**src/rtl/led_blink_pkg.sv**
```systemverilog
// Shared constants for the LED blink array: mode codes, config select codes
// and the power-on blink timing.
package led_blink_pkg;

    localparam logic [1:0] MODE_OFF    = 2'b00;
    localparam logic [1:0] MODE_ON     = 2'b01;
    localparam logic [1:0] MODE_BLINK  = 2'b10;
    localparam logic [1:0] MODE_TOGGLE = 2'b11;

    localparam logic CFG_PERIOD = 1'b0;
    localparam logic CFG_ON     = 1'b1;

    localparam int unsigned DEF_PERIOD_CLKS = 100_000_000;
    localparam int unsigned DEF_ON_CLKS     = 50_000_000;

    // Channel address width; a single channel still gets a 1-bit address.
    function automatic int ch_width(input int n);
        return (n > 1) ? $clog2(n) : 1;
    endfunction

endpackage

```
**src/rtl/led_blink_chan.sv**
```systemverilog
// One LED channel: blink counter, shadow/active timing registers,
// mode-entry detect and the registered LED drive.
module led_blink_chan
    import led_blink_pkg::*;
#(
    parameter int          CNT_W      = 32,
    parameter int unsigned DEF_PERIOD = DEF_PERIOD_CLKS,
    parameter int unsigned DEF_ON     = DEF_ON_CLKS
) (
    input  logic             clk,
    input  logic             rst,
    input  logic [1:0]       mode,
    input  logic             sync_restart,
    input  logic             toggle_hit,
    input  logic             cfg_we_period,
    input  logic             cfg_we_on,
    input  logic [CNT_W-1:0] cfg_data,
    output logic             led
);

    localparam logic [CNT_W-1:0] RST_PERIOD = CNT_W'(DEF_PERIOD);
    localparam logic [CNT_W-1:0] RST_ON     = CNT_W'(DEF_ON);
    localparam logic [CNT_W-1:0] ONE        = CNT_W'(1);

    logic [CNT_W-1:0] cnt_q, cnt_n;
    logic [CNT_W-1:0] shadow_period_q, shadow_on_q;
    logic [CNT_W-1:0] act_period_q, act_period_n;
    logic [CNT_W-1:0] act_on_q, act_on_n;
    logic [1:0]       prev_mode_q;
    logic             led_n;

    logic             start;
    logic [CNT_W-1:0] period_use, on_use, period_eff, cnt_use;
    logic             wrap;

    // Entering blink or a restart begins a fresh period this very cycle, using
    // the shadow timing, so the first blink cycle is already count 0.
    always_comb begin
        start      = (prev_mode_q != MODE_BLINK) || sync_restart;
        period_use = start ? shadow_period_q : act_period_q;
        on_use     = start ? shadow_on_q : act_on_q;
        period_eff = (period_use == '0) ? ONE : period_use;
        cnt_use    = start ? '0 : cnt_q;
        wrap       = (cnt_use == period_eff - ONE);
    end

    always_comb begin
        cnt_n        = '0;
        led_n        = led;
        act_period_n = shadow_period_q;
        act_on_n     = shadow_on_q;
        case (mode)
            MODE_OFF: led_n = 1'b0;
            MODE_ON:  led_n = 1'b1;
            MODE_BLINK: begin
                led_n = (cnt_use < on_use);
                cnt_n = wrap ? '0 : cnt_use + ONE;
                if (!(wrap || start)) begin
                    act_period_n = act_period_q;
                    act_on_n     = act_on_q;
                end
            end
            default: begin
                if (toggle_hit) begin
                    led_n = ~led;
                end
            end
        endcase
    end

    always_ff @(posedge clk or posedge rst) begin
        if (rst) begin
            cnt_q           <= '0;
            led             <= 1'b0;
            prev_mode_q     <= MODE_OFF;
            shadow_period_q <= RST_PERIOD;
            shadow_on_q     <= RST_ON;
            act_period_q    <= RST_PERIOD;
            act_on_q        <= RST_ON;
        end else begin
            cnt_q        <= cnt_n;
            led          <= led_n;
            prev_mode_q  <= mode;
            act_period_q <= act_period_n;
            act_on_q     <= act_on_n;
            if (cfg_we_period) begin
                shadow_period_q <= cfg_data;
            end
            if (cfg_we_on) begin
                shadow_on_q <= cfg_data;
            end
        end
    end

endmodule

```
**src/rtl/led_blink_array_ctrl.sv**
```systemverilog
// LED array controller: decodes the toggle and config strobes to the addressed
// channel and instantiates one led_blink_chan per LED.
module led_blink_array_ctrl
    import led_blink_pkg::*;
#(
    parameter int          NUM_LEDS   = 4,
    parameter int          CNT_W      = 32,
    parameter int unsigned DEF_PERIOD = DEF_PERIOD_CLKS,
    parameter int unsigned DEF_ON     = DEF_ON_CLKS,
    localparam int         CH_W       = ch_width(NUM_LEDS)
) (
    input  logic                  clock_sink_clk,
    input  logic                  reset_sink_reset,
    input  logic [2*NUM_LEDS-1:0] mode,
    input  logic                  csr_write,
    input  logic [CH_W-1:0]       csr_chan,
    input  logic                  cfg_write,
    input  logic [CH_W-1:0]       cfg_chan,
    input  logic                  cfg_sel,
    input  logic [CNT_W-1:0]      cfg_data,
    input  logic                  sync_restart,
    output logic [NUM_LEDS-1:0]   led_out
);

    // Addresses at or above NUM_LEDS match no channel and are dropped.
    for (genvar i = 0; i < NUM_LEDS; i++) begin : g_chan
        logic toggle_hit, cfg_hit;

        assign toggle_hit = csr_write && (csr_chan == CH_W'(i));
        assign cfg_hit    = cfg_write && (cfg_chan == CH_W'(i));

        led_blink_chan #(
            .CNT_W      (CNT_W),
            .DEF_PERIOD (DEF_PERIOD),
            .DEF_ON     (DEF_ON)
        ) u_chan (
            .clk           (clock_sink_clk),
            .rst           (reset_sink_reset),
            .mode          (mode[2*i +: 2]),
            .sync_restart  (sync_restart),
            .toggle_hit    (toggle_hit),
            .cfg_we_period (cfg_hit && (cfg_sel == CFG_PERIOD)),
            .cfg_we_on     (cfg_hit && (cfg_sel == CFG_ON)),
            .cfg_data      (cfg_data),
            .led           (led_out[i])
        );
    end

endmodule
```
**config.mk**
```make
export PLATFORM = sky130hd
export DESIGN_NAME = led_blink_array_ctrl
export DESIGN_NICKNAME = d
export VERILOG_FILES = /design/src/rtl/led_blink_pkg.sv /design/src/rtl/led_blink_chan.sv /design/src/rtl/led_blink_array_ctrl.sv
export SDC_FILE = /design/constraint.sdc
export NUM_CORES = 2
export LEC_CHECK = 0
export ABC_CLOCK_PERIOD_IN_PS = 22800
export CAP_MARGIN = 10
export CORE_ASPECT_RATIO = 0.6
export CORE_UTILIZATION = 39
export CTS_CLUSTER_SIZE = 30
export DETAILED_ROUTE_END_ITERATION = 10
export HOLD_SLACK_MARGIN = 0.12
export PLACE_DENSITY = 0.63
export SLEW_MARGIN = 20
export SYNTH_ARGS = -nofsm -noshare
export SYNTH_HDL_FRONTEND = slang
export SYNTH_SLANG_ARGS = --single-unit
```
**constraint.sdc**
```tcl
create_clock -name clock_sink_clk -period 22.8 [get_ports clock_sink_clk]
set_input_delay 4.56 -clock clock_sink_clk [delete_from_list [all_inputs] [get_ports clock_sink_clk]]
set_output_delay 4.56 -clock clock_sink_clk [all_outputs]
set_load 0.02 [all_outputs]
```
==> key figures <==
Status
  – Status: finished clean

CTS
  – Reg clk slew, reported paths: 0.06 ns
  – Htree depth: 3
  – CTS Sinks: 652
  – Setup Buffers After CTS: 0
  – CTS tree: yes
  – Cts repair resizes: 0
  – TritonCTS buffer count: 66
  – Clock tree buffer depth: 3
  – Root buffer cell: clkbuf_16
  – Worst skew pair latency: 0.66 ns
  – Cts hold-fix bufs: 0

Synthesis
  – Post-synth ARST share: 100.0%
  – Seq/Total Area, Yosys: 38.75%
  – Count leader, synth: dfrtp_1
  – Flops & latches, synth: 652
  – Synth Flop Type: dfrtp_1
  – Unique masters post-synth: 90
  – Post-Synthesis Cells: 4402
  – Number of enable flip-flop cells after synthesis: 0
  – Synth Warn #: 0
  – Post-synth top cells: dfrtp_1 (460), mux2_2 (379), o21ai_0 (278)
  – Area leader, netlist: dfrtp_1
  – Post-Syn Area: 42730 um2
  – Ranking of synthesized cells by area: dfrtp_1 (27%), dfstp_2 (12%), mux2_2 (10%), ha_1 (4.3%), mux2i_1 (4.3%)
  – Yosys top cell area share: 26.94%
  – Avg Cell Area, Syn: 9.707 um2
  – Syn Nets: 4600

Routing
  – DR vias: 35670
  – Total wire length: 137300 um
  – Antenna viol nets, final: 0
  – DRT Pass-1 Iters: 6
  – Starting DRT DRC Count: 4525
  – DRC viols: 0
  – Vias/cell: 6.200
  – Average wire per standard cell: 23.85 um

Critical path
  – Origin of the worst setup path: sync_restart
  – CP arrival: 12.38 ns
  – Critical Path End Type: flip-flop
  – Worst setup SP type: input pin
  – CP Class: input pin to flip-flop
  – Critical Path RT: 23.34 ns
  – Reg2Reg Capture Point: g_chan[0].u_chan.act_on_q[26]
  – Critical Path Sink: g_chan[0].u_chan.act_on_q[26]
  – Worst r2r path cells: 18
  – Worst reg2reg startpoint: g_chan[0].u_chan.prev_mode_q[0]
  – Worst-path fanout max: 68
  – Reg2reg setup slack: 15.10 ns

Timing
  – Slew Limit Fails: 0
  – Final setup viols: 0
  – Final hold slack: 0.4957 ns
  – Slew headroom: 22.70%
  – Setup TNS: 0 ns
  – Worst slew pin tran: 1.156 ns
  – Share of the clock period used by the worst path: 51.92%
  – Minimum clock period: 11.84 ns
  – Final hold viol count: 0
  – Clock Skew: 0.03014 ns
  – Highest Clock Rate: 0.08448 GHz
  – RSZ-0062 raised after global routing: false

Die
  – Num rows: 93
  – DIE AREA: 110900 um2
  – Initial core utilization: 39.57%
  – Core footprint: 108000 um2
  – Die Width: 429.3 um
  – Die height: 258.4 um
  – IO Count: 54

Global routing
  – Number of global-route vias before repair: 33300
  – Largest net degree at the start of global routing: 168
  – Total GRT Usage: 24.44%
  – First-pass GRT wire length: 211500 um
  – GR Overflow Total: 0
  – Initial antenna violation count: 11

Layout
  – Fin nets: 4472
  – Area grow syn2layout: 9.089%
  – Fraction of final layout cells with drive strength greater than 1: 18.34%
  – Reg area: 16560 um2
  – Multi-input logic area: 24770 um2
  – Fill count: 10370
  – Final Non-Filler Cells: 5754

Run
  – Max Cap Viol: 0

Power and ir drop
  – PwrDens: 80.66 nW/um2
  – Logic pwr share: 23.6%
  – Static Leak: 18.43 nW
  – Peak supply drop: 0.04747 mV
  – Clock network power share: 31.6%
  – P_int: 2.501 mW
  – Sequential Power Share: 44.8%
  – Switching Power: 1.259 mW
  – Sw Ratio: 33.48%

Place
  – Placed insts: 5631
  – Port Buf Inserts: 53
  – Placer congestion estimate: 0.9537
  – DP HPWL: 90640 um

Worst hold path
  – Hold_sp: g_chan[0].u_chan.act_on_q[16]
  – Hold Crit Class: flip-flop to flip-flop
[metal layers]
layer  share of wire (%)  up-vias  track usage, %
li1                    -    16190               -
met1                  49    17810           38.98
met2                  39     1523           32.27
met3                 9.8      152           5.952
met4                 1.9        0           5.356
met5                   0        -               0
[registers in the layout (all words and copies together) (netlist names)]
register                       cells
g_chan.u_chan.shadow_period_q    128
g_chan.u_chan.act_period_q       128
g_chan.u_chan.prev_mode_q          8
g_chan.u_chan.act_on_q           128
g_chan.u_chan.shadow_on_q        128
g_chan.u_chan.led                  4
g_chan.u_chan.cnt_q              128
[worst min-delay path by stage]
stage | endpoint | cells after the start
after CTS | g_chan[1].u_chan.act_on_q[18] | 1
after global placement | g_chan[1].u_chan.act_on_q[18] | 1
after floorplan | g_chan[0].u_chan.act_on_q[16] | 1
after detailed placement | g_chan[1].u_chan.act_on_q[18] | 1
after global routing | g_chan[1].u_chan.act_on_q[18] | 1
final | g_chan[0].u_chan.act_on_q[16] | 1
[per-stage QoR]
| step | util, % | power [mW] | worst slack (ns) | instance area, um2 |
|---|---|---|---|---|
| 2_1_floorplan | - | 2.269 | 0.2885 | 42730 |
| 3_3_place_gp | 41.07 | 2.542 | 10.34 | 44350 |
| 3_5_place_dp | 41.07 | 2.568 | 10.10 | 44350 |
| 4_1_cts | 43.16 | 3.767 | 10.81 | 46610 |
| 5_1_grt | 43.16 | 3.949 | 10.61 | 46600 |
| 6_report | 43.17 | 3.760 | 10.96 | 46610 |
[power groups by stage]
stage / Sequential [mW] / Clock [mW] / Combinational (mW)
2_1_floorplan: 1.59 / 0 / 0.680
3_3_place_gp: 1.69 / 0 / 0.855
3_5_place_dp: 1.69 / 0 / 0.874
4_1_cts: 1.68 / 1.21 / 0.879
5_1_grt: 1.72 / 1.26 / 0.974
6_report: 1.68 / 1.19 / 0.888
[placed cells by master, fill, tap and decap left out, types with 69 or more instances in the layout]
| cell | Yosys | final |
|---|---|---|
| mux2i_1 | 183 | 183 |
| nor3_1 | 110 | 107 |
| nand2_1 | 264 | 263 |
| xnor2_1 | 169 | 169 |
| and3_1 | 113 | 112 |
| dfstp_2 | 192 | 192 |
| ha_1 | 148 | 146 |
| dfrtp_1 | 460 | 460 |
| a31oi_1 | 80 | 80 |
| nor2_1 | 194 | 194 |
| nor4_1 | 79 | 77 |
| a21oi_1 | 184 | 183 |
| nand4_1 | 69 | 69 |
| xor2_1 | 109 | 109 |
| o211ai_1 | 87 | 87 |
| o21ai_0 | 278 | 278 |
| and2_1 | 116 | 115 |
| nand3_1 | 180 | 180 |
| mux2_2 | 379 | 379 |
[final cells by class]
cell class,count,share of cell area [%]
Tap cell,1425,3.825
Multi-Input combinational cell,3385,53.14
Sequential cell,652,35.52
Timing Repair Buffer,120,2.239
Clock buffer,95,4.059
Inverter,49,0.4107
Clock inverter,24,0.7865
Antenna cell,4,0.02147
[logic make-up after synthesis]
logic type,Yosys count,synth area share [%]
multiplexers,580,14.75
buffers and inverters,365,3.587
XOR/XNOR,278,5.698
AO/OA/AOI/OAI,1012,15.64
flip-flops,652,38.75
AND/OR/NAND/NOR,1367,17.25
adder cells (fa/ha/maj),148,4.334
[critical path, stage by stage]
cell and delay (ns):
clkdlybuf4s50_1 0.40, buf_4 0.22, nor3b_4 0.22, buf_4 0.36, buf_4 0.70, mux2_2 0.38
a211oi_2 0.11, nand3_1 0.20, and3_1 0.18, ha_1 0.35, or4b_2 0.69, nor4_2 0.69
o211ai_1 0.22, a211oi_1 0.29, o22ai_1 0.11, a2111o_1 0.41, nor4_4 0.44, a211o_2 0.70
buf_4 0.64, mux2_2 0.40
(Power assumes the default switching activity.)
